$ cat src/rtl/udp_rx.sv
// udp_rx: UDP receive parser. Takes the IP payload byte stream (starting at
// the UDP header), parses the 8-byte header, filters on destination port and
// forwards the UDP payload one cycle after it arrives, with length, source
// port and a malformed-datagram error pulse.
module udp_rx #(
   parameter logic [15:0] P_LOCAL_PORT = 16'd8080,
   parameter int          P_PORT_CHECK = 1
) (
   input  logic        i_clk,
   input  logic        i_rst,
   input  logic [7:0]  i_ip_data,
   input  logic        i_ip_valid,
   input  logic        i_ip_last,
   output logic [7:0]  o_udp_data,
   output logic        o_udp_valid,
   output logic        o_udp_last,
   output logic [15:0] o_udp_len,
   output logic [15:0] o_src_port,
   output logic        o_udp_err
);

   typedef enum logic [1:0] {
      S_IDLE = 2'd0,
      S_HEAD = 2'd1,
      S_DATA = 2'd2,
      S_DROP = 2'd3
   } state_t;

   state_t      state_q, state_d;
   logic [2:0]  hdr_cnt_q, hdr_cnt_d;
   logic [15:0] src_q, src_d;
   logic [15:0] dst_q, dst_d;
   logic [15:0] len_q, len_d;
   logic [15:0] cnt_q, cnt_d;
   logic [7:0]  data_q, data_d;
   logic        valid_q, valid_d;
   logic        last_q, last_d;
   logic        err_q, err_d;
   logic [15:0] ulen_q, ulen_d;
   logic [15:0] usrc_q, usrc_d;
   logic        is_final;
   logic        port_ok;

   // The payload byte that completes the advertised length.
   assign is_final = (cnt_q == (ulen_q - 16'd1));
   // Destination port filter; disabled when port checking is off.
   assign port_ok  = (P_PORT_CHECK == 0) || (dst_q == P_LOCAL_PORT);

   // Next-state, header capture and registered-output computation.
   always_comb begin
      state_d   = state_q;
      hdr_cnt_d = hdr_cnt_q;
      src_d     = src_q;
      dst_d     = dst_q;
      len_d     = len_q;
      cnt_d     = cnt_q;
      data_d    = data_q;
      valid_d   = 1'b0;
      last_d    = 1'b0;
      err_d     = 1'b0;
      ulen_d    = ulen_q;
      usrc_d    = usrc_q;
      if (i_ip_valid) begin
         case (state_q)
            S_IDLE: begin
               // Header byte 0 is the source-port MSB.
               src_d     = {i_ip_data, 8'h00};
               hdr_cnt_d = 3'd1;
               if (i_ip_last) begin
                  err_d = 1'b1;
               end else begin
                  state_d = S_HEAD;
               end
            end
            S_HEAD: begin
               case (hdr_cnt_q)
                  3'd1:    src_d[7:0]  = i_ip_data;
                  3'd2:    dst_d[15:8] = i_ip_data;
                  3'd3:    dst_d[7:0]  = i_ip_data;
                  3'd4:    len_d[15:8] = i_ip_data;
                  3'd5:    len_d[7:0]  = i_ip_data;
                  default: ;
               endcase
               hdr_cnt_d = hdr_cnt_q + 3'd1;
               if (hdr_cnt_q == 3'd7) begin
                  // Checksum (bytes 6-7) is not verified; header is complete.
                  cnt_d = 16'd0;
                  if (len_q < 16'd8) begin
                     err_d   = 1'b1;
                     state_d = i_ip_last ? S_IDLE : S_DROP;
                  end else if (!port_ok || (len_q == 16'd8)) begin
                     state_d = i_ip_last ? S_IDLE : S_DROP;
                  end else if (i_ip_last) begin
                     err_d   = 1'b1;
                     state_d = S_IDLE;
                  end else begin
                     state_d = S_DATA;
                     ulen_d  = len_q - 16'd8;
                     usrc_d  = src_q;
                  end
               end else if (i_ip_last) begin
                  err_d   = 1'b1;
                  state_d = S_IDLE;
               end
            end
            S_DATA: begin
               valid_d = 1'b1;
               data_d  = i_ip_data;
               cnt_d   = cnt_q + 16'd1;
               last_d  = is_final | i_ip_last;
               // Frame ended before the advertised length was delivered.
               err_d   = i_ip_last & ~is_final;
               if (i_ip_last) begin
                  state_d = S_IDLE;
               end else if (is_final) begin
                  // Anything after the payload is Ethernet padding.
                  state_d = S_DROP;
               end
            end
            S_DROP: begin
               if (i_ip_last) begin
                  state_d = S_IDLE;
               end
            end
            default: state_d = S_IDLE;
         endcase
      end
   end

   // State and output registers with asynchronous active-low reset.
   always_ff @(posedge i_clk or negedge i_rst) begin
      if (!i_rst) begin
         state_q   <= S_IDLE;
         hdr_cnt_q <= 3'd0;
         src_q     <= 16'd0;
         dst_q     <= 16'd0;
         len_q     <= 16'd0;
         cnt_q     <= 16'd0;
         data_q    <= 8'd0;
         valid_q   <= 1'b0;
         last_q    <= 1'b0;
         err_q     <= 1'b0;
         ulen_q    <= 16'd0;
         usrc_q    <= 16'd0;
      end else begin
         state_q   <= state_d;
         hdr_cnt_q <= hdr_cnt_d;
         src_q     <= src_d;
         dst_q     <= dst_d;
         len_q     <= len_d;
         cnt_q     <= cnt_d;
         data_q    <= data_d;
         valid_q   <= valid_d;
         last_q    <= last_d;
         err_q     <= err_d;
         ulen_q    <= ulen_d;
         usrc_q    <= usrc_d;
      end
   end

   assign o_udp_data  = data_q;
   assign o_udp_valid = valid_q;
   assign o_udp_last  = last_q;
   assign o_udp_len   = ulen_q;
   assign o_src_port  = usrc_q;
   assign o_udp_err   = err_q;

endmodule

$ cat config.mk
export PLATFORM = sky130hd
export DESIGN_NAME = udp_rx
export DESIGN_NICKNAME = d
export VERILOG_FILES = /design/src/rtl/udp_rx.sv
export SDC_FILE = /design/constraint.sdc
export NUM_CORES = 1
export LEC_CHECK = 0
export CORE_AREA = 5 5 100 102
export DETAILED_ROUTE_END_ITERATION = 7
export DIE_AREA = 0 0 105 107
export HOLD_SLACK_MARGIN = 0.08
export PLACE_DENSITY_LB_ADDON = 0.12
export RECOVER_POWER = 25
export SLEW_MARGIN = 20
export SYNTH_ARGS = -nofsm -noshare
export SYNTH_HDL_FRONTEND = slang
export SYNTH_SLANG_ARGS = --single-unit
$ cat constraint.sdc
create_clock -name i_clk -period 7.4 [get_ports i_clk]
set_input_delay 1.48 -clock i_clk [delete_from_list [all_inputs] [get_ports i_clk]]
set_output_delay 1.48 -clock i_clk [all_outputs]
set_load 0.01 [all_outputs]
Yosys cells after proc, flatten, opt, wreduce, memory -nomap -nowiden

Index checks and enable logic that the tools add are counted.

Register bits after elaboration: 112
Bits in latches: 0
RAM bits: 0
ROM bits: 0
Bits of input ports: 12
Output and inout port bits: 43
Word-level logic and storage cells: 83
Memories: 0

$add $sub $neg: 4
Multiply operators: 0
Divide/modulo/power cells: 0
Order comparisons: 1
Eq/ne operators: 16
Shifts and indexed selects: 0
Multiplexer cells: 25
Bitwise logic cells: 6
Reductions and logical operators: 16

Operators by type and width:

| cell                    | count |
|---|---|
| $pmux W16 S2            | 1 |
| $reduce_and A3 Y1       | 7 |
| $mux W2                 | 9 |
| $add A16 B1 Y16 const B | 1 |
| $eq A16 B13 Y1 const B  | 1 |
| $eq A16 B16 Y1          | 1 |
| $eq A16 B4 Y1 const B   | 1 |
| $lt A16 B4 Y1 const B   | 1 |
| $mux W16                | 1 |
| $pmux W8 S2             | 1 |
| $sub A16 B1 Y16 const B | 1 |
| $sub A16 B4 Y16 const B | 1 |
| $eq A3 B3 Y1 const B    | 3 |
| $mux W1                 | 9 |
| $mux W8                 | 1 |
| $pmux W2 S4             | 1 |
| $eq A3 B2 Y1 const B    | 2 |
| $pmux W3 S2             | 1 |
| $reduce_and A2 Y1       | 3 |
| $reduce_and A6 Y1       | 1 |
| $eq A2 B2 Y1 const B    | 2 |
| $ne A2 B2 Y1 const B    | 2 |
| $not A1 Y1              | 4 |
| $reduce_bool A2 Y1      | 2 |
| 11 further kinds        | 11 |

Longest topological paths before layout

Word-level depth: 8
Mapped depth: 10

Least setup slack after synthesis

Ideal clock, no wire load.

Path type: input port to flip-flop
From: input port i_ip_valid
To: register usrc_q[13] (netlist: o_src_port[13])
Library setup time: 0.128 ns
Data arrival time: 2.874 ns
Setup slack: 4.398 ns
Stages on the path: 8
Buffers on the path: 3
Cell sequence: clkbuf_1 and2_1 clkbuf_1 nand2_1 nor2_1 nand2_1 buf_2 mux2_1

Word-level cells in the longest chain between the ends: 1

RTL lines:

| element                     | line | source |
|---|---|---|
| start, declared             | 12   | `input logic i_ip_valid,` |
| $reduce_and A6 Y1 (no line) | n/a  |  |
| end signal, assigned        | 157  | `usrc_q <= usrc_d;` |
| end, declared               | 40   | `logic [15:0] usrc_q, usrc_d;` |

Every way passes these cells.
A chain may end at the register's enable or synchronous reset.

==> impl_metrics.prom <==
# TYPE chip_impl_metric gauge
chip_impl_metric{name="initialDrtViolationCount",unit=""} 166
chip_impl_metric{name="detail_route.vias_per_cell",unit=""} 5.91
chip_impl_metric{name="die_w",unit="um"} 105
chip_impl_info{name="root_buffer",value="sky130_fd_sc_hd__clkbuf_8"} 1
chip_impl_info{name="worst_r2r_startpoint",value="state_q[0]"} 1
chip_impl_metric{name="postSynthAreaPerCell",unit="um^2"} 10.8
chip_impl_metric{name="grt_pass1_wl",unit="mm"} 19.7
chip_impl_metric{name="proportion_of_netlist_area_held_by_the_largest_area_contributor",unit=""} 0.530
chip_impl_metric{name="cp_slowest_stage_delay",unit="ps"} 1990
chip_impl_metric{name="slew_viol_final",unit=""} 55
chip_impl_metric{name="clock_insertion_delay_worst_skew",unit="ps"} 370
chip_impl_metric{name="p_leak",unit="nW"} 2.75
chip_impl_metric{name="maxCapViolCount",unit=""} 1
chip_impl_info{name="synth_ff_type",value="sky130_fd_sc_hd__dfrtp_1"} 1
chip_impl_metric{name="worst_r2r_path_depth",unit=""} 7
chip_impl_metric{name="final_layout_size_suffix_gt1_frac",unit=""} 0.139
chip_impl_metric{name="clock_sink_count",unit=""} 112
chip_impl_metric{name="synth_cells",unit=""} 488
chip_impl_metric{name="clk_pin_slew_worst_paths",unit="ps"} 110
chip_impl_metric{name="antenna_violating_nets_post_route",unit=""} 0
chip_impl_metric{name="synth_seq_area_share",unit=""} 0.530
chip_impl_info{name="worst_min_path_class",value="flop to flop"} 1
chip_impl_info{name="setup_repair_after_global_routing_missed_its_margin",value="no"} 1
chip_impl_metric{name="mappedNetlistNets",unit=""} 509
chip_impl_metric{name="finalWorstPathRequiredPeriod",unit="ps"} 4580
chip_impl_info{name="layout.cells.most_common_list",value="sky130_fd_sc_hd__dfrtp_1 (112), sky130_fd_sc_hd__nand2_1 (74), sky130_fd_sc_hd__mux2_2 (54), sky130_fd_sc_hd__clkdlybuf4s50_1 (52), sky130_fd_sc_hd__o21ai_0 (35)"} 1
chip_impl_metric{name="ios",unit=""} 55
chip_impl_metric{name="postSynth.asyncResetShare",unit=""} 1.00
chip_impl_info{name="critPathTopFamily",value="buffers and inverters"} 1
chip_impl_metric{name="place_congestion",unit=""} 0.928
chip_impl_metric{name="worst_hold_slack",unit="ps"} 489
chip_impl_metric{name="start_util",unit=""} 0.586
chip_impl_metric{name="placement_rows",unit=""} 35
chip_impl_info{name="timing.hold.worst.start",value="o_udp_data[1]"} 1
chip_impl_metric{name="ys_ff_latch",unit=""} 112
chip_impl_metric{name="cellPowerDensity",unit="nW/um^2"} 259
chip_impl_metric{name="die_area",unit="um^2"} 11200
chip_impl_metric{name="half_perimeter_wire_length_after_detailed_placement",unit="mm"} 8.50
chip_impl_info{name="post-synth-top-area-cell",value="sky130_fd_sc_hd__dfrtp_1"} 1
chip_impl_info{name="cts_tree",value="yes"} 1
chip_impl_metric{name="insertedDiodeCount",unit=""} 0
chip_impl_metric{name="worstHoldPathCells",unit=""} 2
chip_impl_metric{name="timing.critical_path.fanout_max",unit=""} 59
chip_impl_metric{name="fin_setup_tns",unit="ps"} 0
chip_impl_info{name="setup.worst_path.start_class",value="input port"} 1
chip_impl_metric{name="clock_buffers_created_by_tritoncts",unit=""} 9
chip_impl_metric{name="routed_wl",unit="mm"} 11.8
chip_impl_metric{name="core_area",unit="um^2"} 9020
chip_impl_metric{name="clk_path_buf_depth",unit=""} 2
chip_impl_info{name="critPathKind",value="input port to async pin"} 1
chip_impl_metric{name="drtPass1Iterations",unit=""} 5
chip_impl_info{name="dominant_cells_by_area_after_synthesis",value="sky130_fd_sc_hd__dfrtp_1 (53%), sky130_fd_sc_hd__mux2_2 (12%), sky130_fd_sc_hd__nand2_1 (5.3%)"} 1
chip_impl_metric{name="htree_num_levels",unit=""} 3
chip_impl_metric{name="total_switching_power",unit="mW"} 0.482
chip_impl_metric{name="power_frac_comb",unit=""} 0.218
chip_impl_info{name="status",value="complete, but fails checks"} 1
chip_impl_metric{name="area_growth_syn_to_layout",unit="%"} 15.5
chip_impl_metric{name="internal_power",unit="mW"} 1.10
chip_impl_metric{name="yosysUniqueCellTypes",unit=""} 49
chip_impl_info{name="min_delay_worst_endpoint",value="o_udp_data[1]"} 1
chip_impl_metric{name="synth_enable_flop_cells",unit=""} 0
chip_impl_metric{name="hold_violations",unit=""} 0
chip_impl_metric{name="hold_buffer_count_at_cts",unit=""} 0
chip_impl_metric{name="mappedNetlistArea",unit="um^2"} 5290
chip_impl_metric{name="gr-total-overflow",unit=""} 0
chip_impl_metric{name="power_switching_share",unit=""} 0.304
chip_impl_metric{name="setup_violations",unit=""} 0
chip_impl_metric{name="required",unit="ps"} 7650
chip_impl_metric{name="grt_antenna_before_repair",unit=""} 0
chip_impl_metric{name="pwr-share-clk",unit=""} 0.243
chip_impl_info{name="crit_chain",value="clkbuf_1 -> clkbuf_2"} 1
chip_impl_metric{name="postCtsResizedCells",unit=""} 0
chip_impl_metric{name="grt_usage",unit=""} 0.218
chip_impl_metric{name="worst_pin_slew",unit="ps"} 2880
chip_impl_metric{name="worst_ir_drop_vdd",unit="mV"} 0.226
chip_impl_metric{name="crit_buf_inv",unit=""} 2
chip_impl_info{name="reg2reg_to",value="o_udp_len[1]"} 1
chip_impl_metric{name="chipHeight",unit="um"} 107
chip_impl_metric{name="post_cts.repair.setup_buffers",unit=""} 0
chip_impl_metric{name="routed-via-count",unit=""} 3843
chip_impl_metric{name="finClkSkew",unit="ps"} 14.8
chip_impl_metric{name="detail_route.wl_per_cell",unit="um"} 18.2
chip_impl_metric{name="finalNetCount",unit=""} 555
chip_impl_metric{name="post-route-drc-count",unit=""} 0
chip_impl_metric{name="ff2ff_setup_slack",unit="ps"} 4150
chip_impl_metric{name="post-layout-total-power",unit="mW"} 1.58
chip_impl_info{name="critical_path.slowest_cell",value="sky130_fd_sc_hd__clkbuf_1"} 1
chip_impl_info{name="violations_in_the_final_reports",value="max-capacitance violations, max-slew violations"} 1
chip_impl_metric{name="max_slew_margin",unit=""} -0.922
chip_impl_metric{name="grt_max_degree",unit=""} 60
chip_impl_metric{name="via_count_of_the_first_global_routing_pass",unit=""} 3837
chip_impl_info{name="mostFrequentLayoutCell",value="sky130_fd_sc_hd__dfrtp_1"} 1
chip_impl_metric{name="power.sequential.fraction",unit=""} 0.538
chip_impl_metric{name="number_of_buffer_cells_added_on_primary_ports",unit=""} 54
chip_impl_metric{name="yosysWarningCount",unit=""} 0
chip_impl_metric{name="cp_data_arrival_time",unit="ps"} 4830
chip_impl_info{name="critical_path.endpoint_type",value="async pin"} 1
chip_impl_metric{name="clock.fmax",unit="MHz"} 218
chip_impl_metric{name="fillerInstances",unit=""} 707
chip_impl_metric{name="final.period_utilization",unit=""} 0.619
## Yosys cell counts, types with 3 or more instances
cell	number
sky130_fd_sc_hd__xor2_1	15
sky130_fd_sc_hd__o211ai_1	4
sky130_fd_sc_hd__nand4_1	6
sky130_fd_sc_hd__or3_1	5
sky130_fd_sc_hd__nand3b_1	3
sky130_fd_sc_hd__nor4_1	7
sky130_fd_sc_hd__mux2_2	54
sky130_fd_sc_hd__nor2_1	16
sky130_fd_sc_hd__nand3_1	18
sky130_fd_sc_hd__ha_1	9
sky130_fd_sc_hd__nor3_1	14
sky130_fd_sc_hd__or4_1	5
sky130_fd_sc_hd__inv_1	11
sky130_fd_sc_hd__xnor2_1	17
sky130_fd_sc_hd__a21oi_1	8
sky130_fd_sc_hd__nand2_1	74
sky130_fd_sc_hd__nor2b_1	3
sky130_fd_sc_hd__o21ai_0	35
sky130_fd_sc_hd__dfrtp_1	112
sky130_fd_sc_hd__clkbuf_1	17
sky130_fd_sc_hd__a31oi_1	5
sky130_fd_sc_hd__o31ai_1	8
sky130_fd_sc_hd__nand2b_1	5
sky130_fd_sc_hd__buf_2	3
sky130_fd_sc_hd__mux2_1	5
## through the flow
stage	std cells	utilization	worst slack (ps)	area (um^2)
2_1_floorplan	488	-	4400	5290
3_3_place_gp	634	0.653	3320	5890
3_5_place_dp	634	0.653	3270	5890
4_1_cts	650	0.677	3660	6110
5_1_grt	650	0.677	1930	6100
6_report	650	0.677	2820	6100
## sequential cells by signal, summed over array words and instances, names as in the netlist
register	count
cnt_q	16
o_udp_last	1
dst_q	16
hdr_cnt_q	3
len_q	16
o_src_port	16
o_udp_valid	1
o_udp_data	8
o_udp_err	1
src_q	16
state_q	2
o_udp_len	16
## power by group through the flow
stage / Clock (mW) / Sequential [mW] / Combinational (mW)
after floorplan: 0 / 0.832 / 0.258
after global placement: 0 / 0.854 / 0.334
after detailed placement: 0 / 0.864 / 0.349
after CTS: 0.394 / 0.851 / 0.351
after global routing: 0.420 / 0.870 / 0.390
final: 0.385 / 0.852 / 0.346
## worst max path at each step
stage | startpoint | endpoint | slack (ps) | cells past startpoint
after global routing | i_rst | len_q[9] | 1930 | 2
final | i_rst | o_udp_len[5] | 2820 | 2
after global placement | i_ip_valid | o_udp_len[1] | 3320 | 7
after CTS | i_ip_valid | o_udp_len[1] | 3660 | 7
after detailed placement | i_ip_valid | o_udp_len[2] | 3270 | 7
after floorplan | i_ip_valid | o_src_port[13] | 4400 | 8
## cells by family after synthesis
family	synth area share
AND/OR/NAND/NOR	0.154
buffers and inverters	0.0234
multiplexers	0.129
flip-flops	0.530
adder cells (fa/ha/maj)	0.0213
AO/OA/AOI/OAI	0.0881
XOR/XNOR	0.0530
## per-layer routing
| metal | global-route usage | wire, um |
|---|---|---|
| met5 | 0 | 0 |
| met4 | 0.0721 | 206 |
| met3 | 0.0355 | 475 |
| met2 | 0.368 | 6000 |
| met1 | 0.289 | 5110 |
## area by class of cell
| cell class | instances | area [um^2] | share of cell area |
|---|---|---|---|
| clock inverter | 6 | 78.8 | 0.0129 |
| clock buffer | 10 | 138 | 0.0225 |
| inverter | 11 | 41.3 | 0.00676 |
| sequential | 112 | 2800 | 0.459 |
| multi-input combinational | 344 | 2360 | 0.386 |
| timing repair buffer | 56 | 547 | 0.0896 |
| tap | 111 | 139 | 0.0228 |
Note: power is estimated with default switching activity, not from simulation.
